`config.mk`:
```
export PLATFORM = sky130hd
export DESIGN_NAME = adc_cfg_sequencer
export DESIGN_NICKNAME = d
export VERILOG_FILES = /design/src/rtl/adc_cfg_sequencer.sv
export SDC_FILE = /design/constraint.sdc
export NUM_CORES = 1
export LEC_CHECK = 0
export CORE_MARGIN = 2
export CORE_UTILIZATION = 44
export CTS_BUF_LIST = sky130_fd_sc_hd__clkbuf_16
export CTS_CLUSTER_SIZE = 25
export DETAILED_ROUTE_END_ITERATION = 7
export HOLD_SLACK_MARGIN = 0.06
export PLACE_DENSITY = 0.75
export SYNTH_ARGS = -nofsm -noshare
export SYNTH_HDL_FRONTEND = slang
export SYNTH_SLANG_ARGS = --single-unit
```
`constraint.sdc`:
```
create_clock -name CfgClk -period 1.9 [get_ports CfgClk]
set_input_delay 0.38 -clock CfgClk [delete_from_list [all_inputs] [get_ports CfgClk]]
set_output_delay 0.38 -clock CfgClk [all_outputs]
set_load 0.05 [all_outputs]
```
`src/rtl/adc_cfg_sequencer.sv`:
```
// adc_cfg_sequencer
// Brings up an LVDS ADC: writes four setup frames and a test-pattern enable
// frame over a mode-0 SPI master, pulses the capture interface reset, waits
// for lane alignment and checks the test pattern for a run of cycles. A bad
// attempt re-runs the interface reset up to MaxRetry attempts in total. On
// success the test pattern is switched off again and Done is raised; on
// exhaustion Fail is raised. Both terminal states hold until reset.
module adc_cfg_sequencer #(
  parameter int          SclkHalf   = 2,
  parameter logic [15:0] CfgWord0   = 16'h0000,
  parameter logic [15:0] CfgWord1   = 16'h0000,
  parameter logic [15:0] CfgWord2   = 16'h0000,
  parameter logic [15:0] CfgWord3   = 16'h0000,
  parameter logic [15:0] TestPatOn  = 16'h0000,
  parameter logic [15:0] TestPatOff = 16'h0000,
  parameter logic [15:0] ExpPattern = 16'h3F80,
  parameter int          RstCycles  = 16,
  parameter int          Timeout    = 4096,
  parameter int          CheckLen   = 64,
  parameter int          MaxRetry   = 3,
  parameter logic [7:0]  LaneMask   = 8'h0F
) (
  input  logic        CfgClk,
  input  logic        CfgRst,
  input  logic        Start,
  input  logic [7:0]  AdcDataValid,
  input  logic [15:0] AdcDataCh0,
  input  logic [15:0] AdcDataCh1,
  output logic        SpiSclk,
  output logic        SpiCsn,
  output logic        SpiMosi,
  output logic        IntfRstReq,
  output logic        Busy,
  output logic        Done,
  output logic        Fail,
  output logic [1:0]  RetryCnt
);

  // CSN-high time between frames
  localparam int GapCycles = 2 * SclkHalf;

  // One shared cycle counter serves the gap, interface reset, alignment
  // timeout and pattern match phases, so it is sized for the longest one.
  localparam int MaxA   = (Timeout > RstCycles) ? Timeout : RstCycles;
  localparam int MaxB   = (CheckLen > GapCycles) ? CheckLen : GapCycles;
  localparam int CntMax = (MaxA > MaxB) ? MaxA : MaxB;
  localparam int CntW   = $clog2(CntMax + 1);
  localparam int HalfW  = (SclkHalf > 1) ? $clog2(SclkHalf) : 1;

  // Frame indices: 0..3 setup words, then the two test-pattern frames
  localparam logic [2:0] FrameLastCfg = 3'd3;
  localparam logic [2:0] FramePatOn   = 3'd4;
  localparam logic [2:0] FramePatOff  = 3'd5;

  typedef enum logic [2:0] {
    StIdle,
    StSpiXfer,
    StSpiGap,
    StIntfRst,
    StWaitAlign,
    StCheck,
    StDone,
    StFail
  } stateT;

  stateT            stateReg, stateNext;
  logic [CntW-1:0]  cntReg, cntNext;
  logic [HalfW-1:0] halfReg, halfNext;
  logic             phaseReg, phaseNext;   // current SCLK level inside a frame
  logic [3:0]       bitReg, bitNext;       // bit position, 0 = MSB
  logic [2:0]       frameReg, frameNext;
  logic [1:0]       retryReg, retryNext;
  logic             attemptFail;

  logic             csnNext;
  logic             sclkNext;
  logic             mosiNext;
  logic             intfRstNext;
  logic             busyNext;
  logic             doneNext;
  logic             failNext;
  logic [15:0]      frameWord;

  logic [7:0]       laneOk;
  logic             aligned;
  logic             dataOk;

  // A lane is satisfied when it is outside the mask or reports alignment
  for (genvar gi = 0; gi < 8; gi++) begin : gLane
    assign laneOk[gi] = !LaneMask[gi] || AdcDataValid[gi];
  end

  assign aligned = &laneOk;
  assign dataOk  = (AdcDataCh0 == ExpPattern) && (AdcDataCh1 == ExpPattern);

  // Retry count is itself a register and can be exported directly
  assign RetryCnt = retryReg;

  // State and counter registers
  always_ff @(posedge CfgClk or posedge CfgRst) begin
    if (CfgRst) begin
      stateReg <= StIdle;
      cntReg   <= '0;
      halfReg  <= '0;
      phaseReg <= 1'b0;
      bitReg   <= '0;
      frameReg <= '0;
      retryReg <= '0;
    end else begin
      stateReg <= stateNext;
      cntReg   <= cntNext;
      halfReg  <= halfNext;
      phaseReg <= phaseNext;
      bitReg   <= bitNext;
      frameReg <= frameNext;
      retryReg <= retryNext;
    end
  end

  // Next-state and counter logic
  always_comb begin
    stateNext   = stateReg;
    cntNext     = cntReg;
    halfNext    = halfReg;
    phaseNext   = phaseReg;
    bitNext     = bitReg;
    frameNext   = frameReg;
    retryNext   = retryReg;
    attemptFail = 1'b0;

    case (stateReg)
      StIdle: begin
        if (Start) begin
          stateNext = StSpiXfer;
          frameNext = '0;
          halfNext  = '0;
          phaseNext = 1'b0;
          bitNext   = '0;
        end
      end

      StSpiXfer: begin
        // Each bit is SclkHalf cycles low followed by SclkHalf cycles high
        if (halfReg == HalfW'(SclkHalf - 1)) begin
          halfNext  = '0;
          phaseNext = ~phaseReg;
          if (phaseReg) begin
            if (bitReg == 4'd15) begin
              stateNext = StSpiGap;
              cntNext   = '0;
              bitNext   = '0;
            end else begin
              bitNext = bitReg + 4'd1;
            end
          end
        end else begin
          halfNext = halfReg + HalfW'(1);
        end
      end

      StSpiGap: begin
        if (cntReg == CntW'(GapCycles - 1)) begin
          cntNext = '0;
          if (frameReg == FramePatOff) begin
            stateNext = StDone;
          end else if (frameReg == FramePatOn) begin
            stateNext = StIntfRst;
          end else begin
            // Setup words run straight into the test-pattern enable frame
            frameNext = (frameReg == FrameLastCfg) ? FramePatOn : frameReg + 3'd1;
            stateNext = StSpiXfer;
          end
        end else begin
          cntNext = cntReg + CntW'(1);
        end
      end

      StIntfRst: begin
        if (cntReg == CntW'(RstCycles - 1)) begin
          stateNext = StWaitAlign;
          cntNext   = '0;
        end else begin
          cntNext = cntReg + CntW'(1);
        end
      end

      StWaitAlign: begin
        if (aligned) begin
          stateNext = StCheck;
          cntNext   = '0;
        end else if (cntReg == CntW'(Timeout - 1)) begin
          attemptFail = 1'b1;
        end else begin
          cntNext = cntReg + CntW'(1);
        end
      end

      StCheck: begin
        // Losing alignment counts the same as a wrong sample
        if (!aligned || !dataOk) begin
          attemptFail = 1'b1;
        end else if (cntReg == CntW'(CheckLen - 1)) begin
          stateNext = StSpiXfer;
          frameNext = FramePatOff;
          cntNext   = '0;
          halfNext  = '0;
          phaseNext = 1'b0;
          bitNext   = '0;
        end else begin
          cntNext = cntReg + CntW'(1);
        end
      end

      StDone: stateNext = StDone;

      StFail: stateNext = StFail;

      default: stateNext = StIdle;
    endcase

    // Shared failed-attempt handling for timeout and pattern miscompare
    if (attemptFail) begin
      retryNext = (retryReg == 2'd3) ? 2'd3 : retryReg + 2'd1;
      cntNext   = '0;
      if (int'(retryNext) < MaxRetry) begin
        stateNext = StIntfRst;
      end else begin
        stateNext = StFail;
      end
    end
  end

  // Frame word for the frame about to be on the wire
  always_comb begin
    case (frameNext)
      3'd0:    frameWord = CfgWord0;
      3'd1:    frameWord = CfgWord1;
      3'd2:    frameWord = CfgWord2;
      3'd3:    frameWord = CfgWord3;
      3'd4:    frameWord = TestPatOn;
      3'd5:    frameWord = TestPatOff;
      default: frameWord = 16'h0000;
    endcase
  end

  // Output decode from the upcoming state so the registered outputs line up
  // with the state they describe
  always_comb begin
    csnNext     = 1'b1;
    sclkNext    = 1'b0;
    mosiNext    = 1'b0;
    intfRstNext = 1'b0;
    busyNext    = 1'b1;
    doneNext    = 1'b0;
    failNext    = 1'b0;

    case (stateNext)
      StSpiXfer: begin
        csnNext  = 1'b0;
        sclkNext = phaseNext;
        // MOSI only moves at bit boundaries, which coincide with SCLK low
        mosiNext = frameWord[4'd15 - bitNext];
      end
      StIntfRst: intfRstNext = 1'b1;
      StIdle:    busyNext = 1'b0;
      StDone: begin
        busyNext = 1'b0;
        doneNext = 1'b1;
      end
      StFail: begin
        busyNext = 1'b0;
        failNext = 1'b1;
      end
      default: busyNext = 1'b1;
    endcase
  end

  // Output registers; reset forces CSN high to abort any frame in flight
  always_ff @(posedge CfgClk or posedge CfgRst) begin
    if (CfgRst) begin
      SpiCsn     <= 1'b1;
      SpiSclk    <= 1'b0;
      SpiMosi    <= 1'b0;
      IntfRstReq <= 1'b0;
      Busy       <= 1'b0;
      Done       <= 1'b0;
      Fail       <= 1'b0;
    end else begin
      SpiCsn     <= csnNext;
      SpiSclk    <= sclkNext;
      SpiMosi    <= mosiNext;
      IntfRstReq <= intfRstNext;
      Busy       <= busyNext;
      Done       <= doneNext;
      Fail       <= failNext;
    end
  end

endmodule
```
==> metrics.csv <==
stage,metric,value,unit
detailed_routing,drcViolationCount,0,
clocking,cts-buffers-inserted,5,
placed_design,pre_cts_slack,-0.684,ns
detailed_routing,via_per_inst,5.82,
floorplan,die-height,72.7,um
synthesis,yosysWarnings,0,
placed_design,place_area,2880,um^2
detailed_routing,dr.pass1.iters,4,
sta,rsz0062_at_grt,yes,
detailed_routing,routed_wl,6080,um
final_layout,final_cell_mix,"buf_4, dfrtp_1, nand2_1, clkdlybuf4s50_1, nor2_1",
final_layout,syn_to_final_growth,55.6,%
sta,worst_pin_slew,0.522,ns
final_layout,multi_input_comb_area,1310,um^2
run,maxCapViolations,0,
detailed_routing,vias,2176,
placed_design,post-place-cells,355,
sta,whs,0.495,ns
synthesis,synthFlopType,dfrtp_1,
power,p_int,1.24,mW
final_layout,stdcell_area,3230,um^2
worst_setup_path,critical-path-slowest-cell,or4b_4,
worst_setup_path,crit_path_start_kind,input port,
sta,clock_skew,0.00546,ns
synthesis,ys_ff_latch,33,
final_layout,final_common_cell,buf_4,
power,p_seq_share,45.4,%
detailed_routing,drtIter0Drc,189,
placed_design,hpwl,4010,um
power,switching_power,311,uW
global_routing,first_global_vias,1980,
sta,timing.setup.tns,-1.66,ns
sta,worst_slack,-0.138,ns
clocking,path_clk_slew,0.05,ns
worst_setup_path,critical_path.max_fanout,3,
worst_setup_path,worstSetupPathType,in -> reg,
synthesis,syn_area,2080,um^2
floorplan,row_count,24,
final_layout,nets,370,
floorplan,start_util,46.7,%
synthesis,synth_edf_count,0,
clocking,htree_levels,2,
synthesis,synthCells,224,
status,violations,negative setup slack,
clocking,clock_latency,0.28,ns
final_layout,n_fill_cell,307,
final_layout,layout-drive-gt1-share,36.0,%
worst_hold_path,hold_class,in -> async,
global_routing,grt_use_total,22.0,%
synthesis,async_flop_share,100,%
synthesis,synth_nets,273,
power,leakagePower,1.48,nW
sta,setup_viol,20,
placed_design,gp_congestion,0.939,
final_layout,fin_util,72.7,%
synthesis,syn_area_per_cell,9.27,um^2
power,peakVddDrop,0.505,mV
floorplan,core,4440,um^2
detailed_routing,drtAntennaViolNets,0,
power,sw_frac_of_total,20.1,%
global_routing,antenna_found_initial,0,
worst_setup_path,crit_chain,clkbuf_2 > or4b_4 > nor4_4 > and4_4 > nor2_4 > a211oi_4 > mux2_4,
clocking,cts_buffer_depth,2,
sta,fmax,491,MHz
sta,finalHoldViolCount,0,
clocking,cts_root_buffer,clkbuf_16,
final_layout,antenna_cells,0,
worst_setup_path,cp.required,2.06,ns
detailed_routing,drt-wirelength-per-cell,16.3,um
clocking,cts_num_sinks,33,
power,power.density,479,nW/um^2
sta,slew_viol_final,0,
global_routing,grt_max_degree,34,
final_layout,fin_cells,374,
placed_design,io_buffers,46,
synthesis,synth_cell_type_count,56,
power,combPwrFrac,6.2,%
global_routing,grt_overflow,0,
worst_setup_path,slowest_delay,0.54,ns
final_layout,register_area,827,um^2
worst_setup_path,worst_setup_path_end_kind,register,
power,p_total,1.55,mW
floorplan,dieArea,5290,um^2
sta,fin_crit_sh,107,%
worst_setup_path,arrival,2.20,ns
power,power.share.clock,48.4,%
synthesis,synth_seq_area_share,39.8,%
clocking,cts_tree,yes,
sta,post-route-min-period,2.04,ns
floorplan,io_pins,52,
sta,max-slew-margin-rel,65.1,%
status,status,"complete, but fails checks",
global_routing,grt_pass1_wl,9070,um
floorplan,die_w,72.7,um
## critical path: cells and delay by family
family | cells | cell delay [ns]
AO/OA/AOI/OAI | 1 | 0.21
multiplexers | 1 | 0.32
buffers and inverters | 1 | 0.08
AND/OR/NAND/NOR | 4 | 1.21
## power by group through the flow
stage | Sequential [mW] | Combinational, mW | Clock, mW
finish | 0.704 | 0.0956 | 0.749
global route | 0.703 | 0.105 | 0.785
CTS | 0.704 | 0.0982 | 0.762
detailed placement | 0.716 | 0.110 | 0
global placement | 0.716 | 0.107 | 0
floorplan | 0.716 | 0.0241 | 0
## metal layers
metal | vias up | global-route usage, % | wire (um)
met4 | 0 | 6.58 | 112
met2 | 87 | 37.5 | 3100
met5 | - | 0 | 0
li1 | 1019 | - | -
met1 | 1055 | 28.4 | 2480
met3 | 15 | 4.28 | 391
## Yosys cell counts (5+ instances only)
library cell / instances / share of area [%]
dfrtp_1: 32 / 39
nand2_1: 24 / 4.3
nor2_1: 20 / 3.6
a21oi_1: 10 / 2.4
o21ai_0: 10 / 2.4
a22o_1: 9 / 3.8
inv_1: 9 / 1.6
nand3_1: 9 / 2.2
nand4_1: 7 / 2.1
a21o_1: 6 / 2.2
ha_1: 6 / 3.6
a31oi_1: 5 / 1.5
nand2b_1: 5 / 1.5
nor3_1: 5 / 1.2
nor4_1: 5 / 1.5
## area by class of cell
type                    count  area share, %
inverters                   9           1.05
well taps                  52           2.01
clock buffers               5           3.87
clock inverters             3          0.387
multi-input cells         174           40.5
flip-flops and latches     33           25.6
repair buffers             98           26.6
## worst paths after layout
path                                              start                      end  slack (ns)  depth (start not counted)
worst max-delay path                     AdcDataCh0[14]  frameReg[0]$_DFFE_PP0P_       -0.14                          7
worst min-delay path                             CfgRst      halfReg$_DFFE_PP0P_        0.50                          3
worst max register to register   cntReg[10]$_DFFE_PP0P_  frameReg[0]$_DFFE_PP0P_       -0.12                          6
worst min register to register  RetryCnt[0]$_DFFE_PP0P_  RetryCnt[0]$_DFFE_PP0P_        0.50                          1
max in group asynchronous                        CfgRst         SpiCsn$_DFF_PP1_        1.08                          3
min in group CfgClk             RetryCnt[0]$_DFFE_PP0P_  RetryCnt[0]$_DFFE_PP0P_        0.50                          1
## timing repair
action | CTS | global route
hold buffers | 0 | 0
buffers inserted | 2 | 6
pin swaps | 15 | 22
gates resized for setup | 46 | 27
endpoints found under the setup margin | 33 | 29
gates cloned | 0 | 3
## state kept, by name (all words and copies together) (netlist names)
signal	cells
stateReg	3
SpiCsn	1
halfReg	1
SpiSclk	1
frameReg	3
IntfRstReq	1
phaseReg	1
Fail	1
bitReg	4
cntReg	13
Done	1
RetryCnt	2
Busy	1
## kinds of logic (layout without fill, tap and decap cells)
family,Yosys count,count (layout),share of synthesized area [%]
AOI/OAI and AO/OA,57,57,19.5
xor gates and xnor gates,4,4,1.69
adders and majority gates,6,6,3.61
buffers and inverters,17,115,4.76
DFF,33,33,39.8
muxes,4,4,2.17
other,1,1,0.181
and+or+nand+nor,102,102,28.3
(Power assumes the default switching activity.)
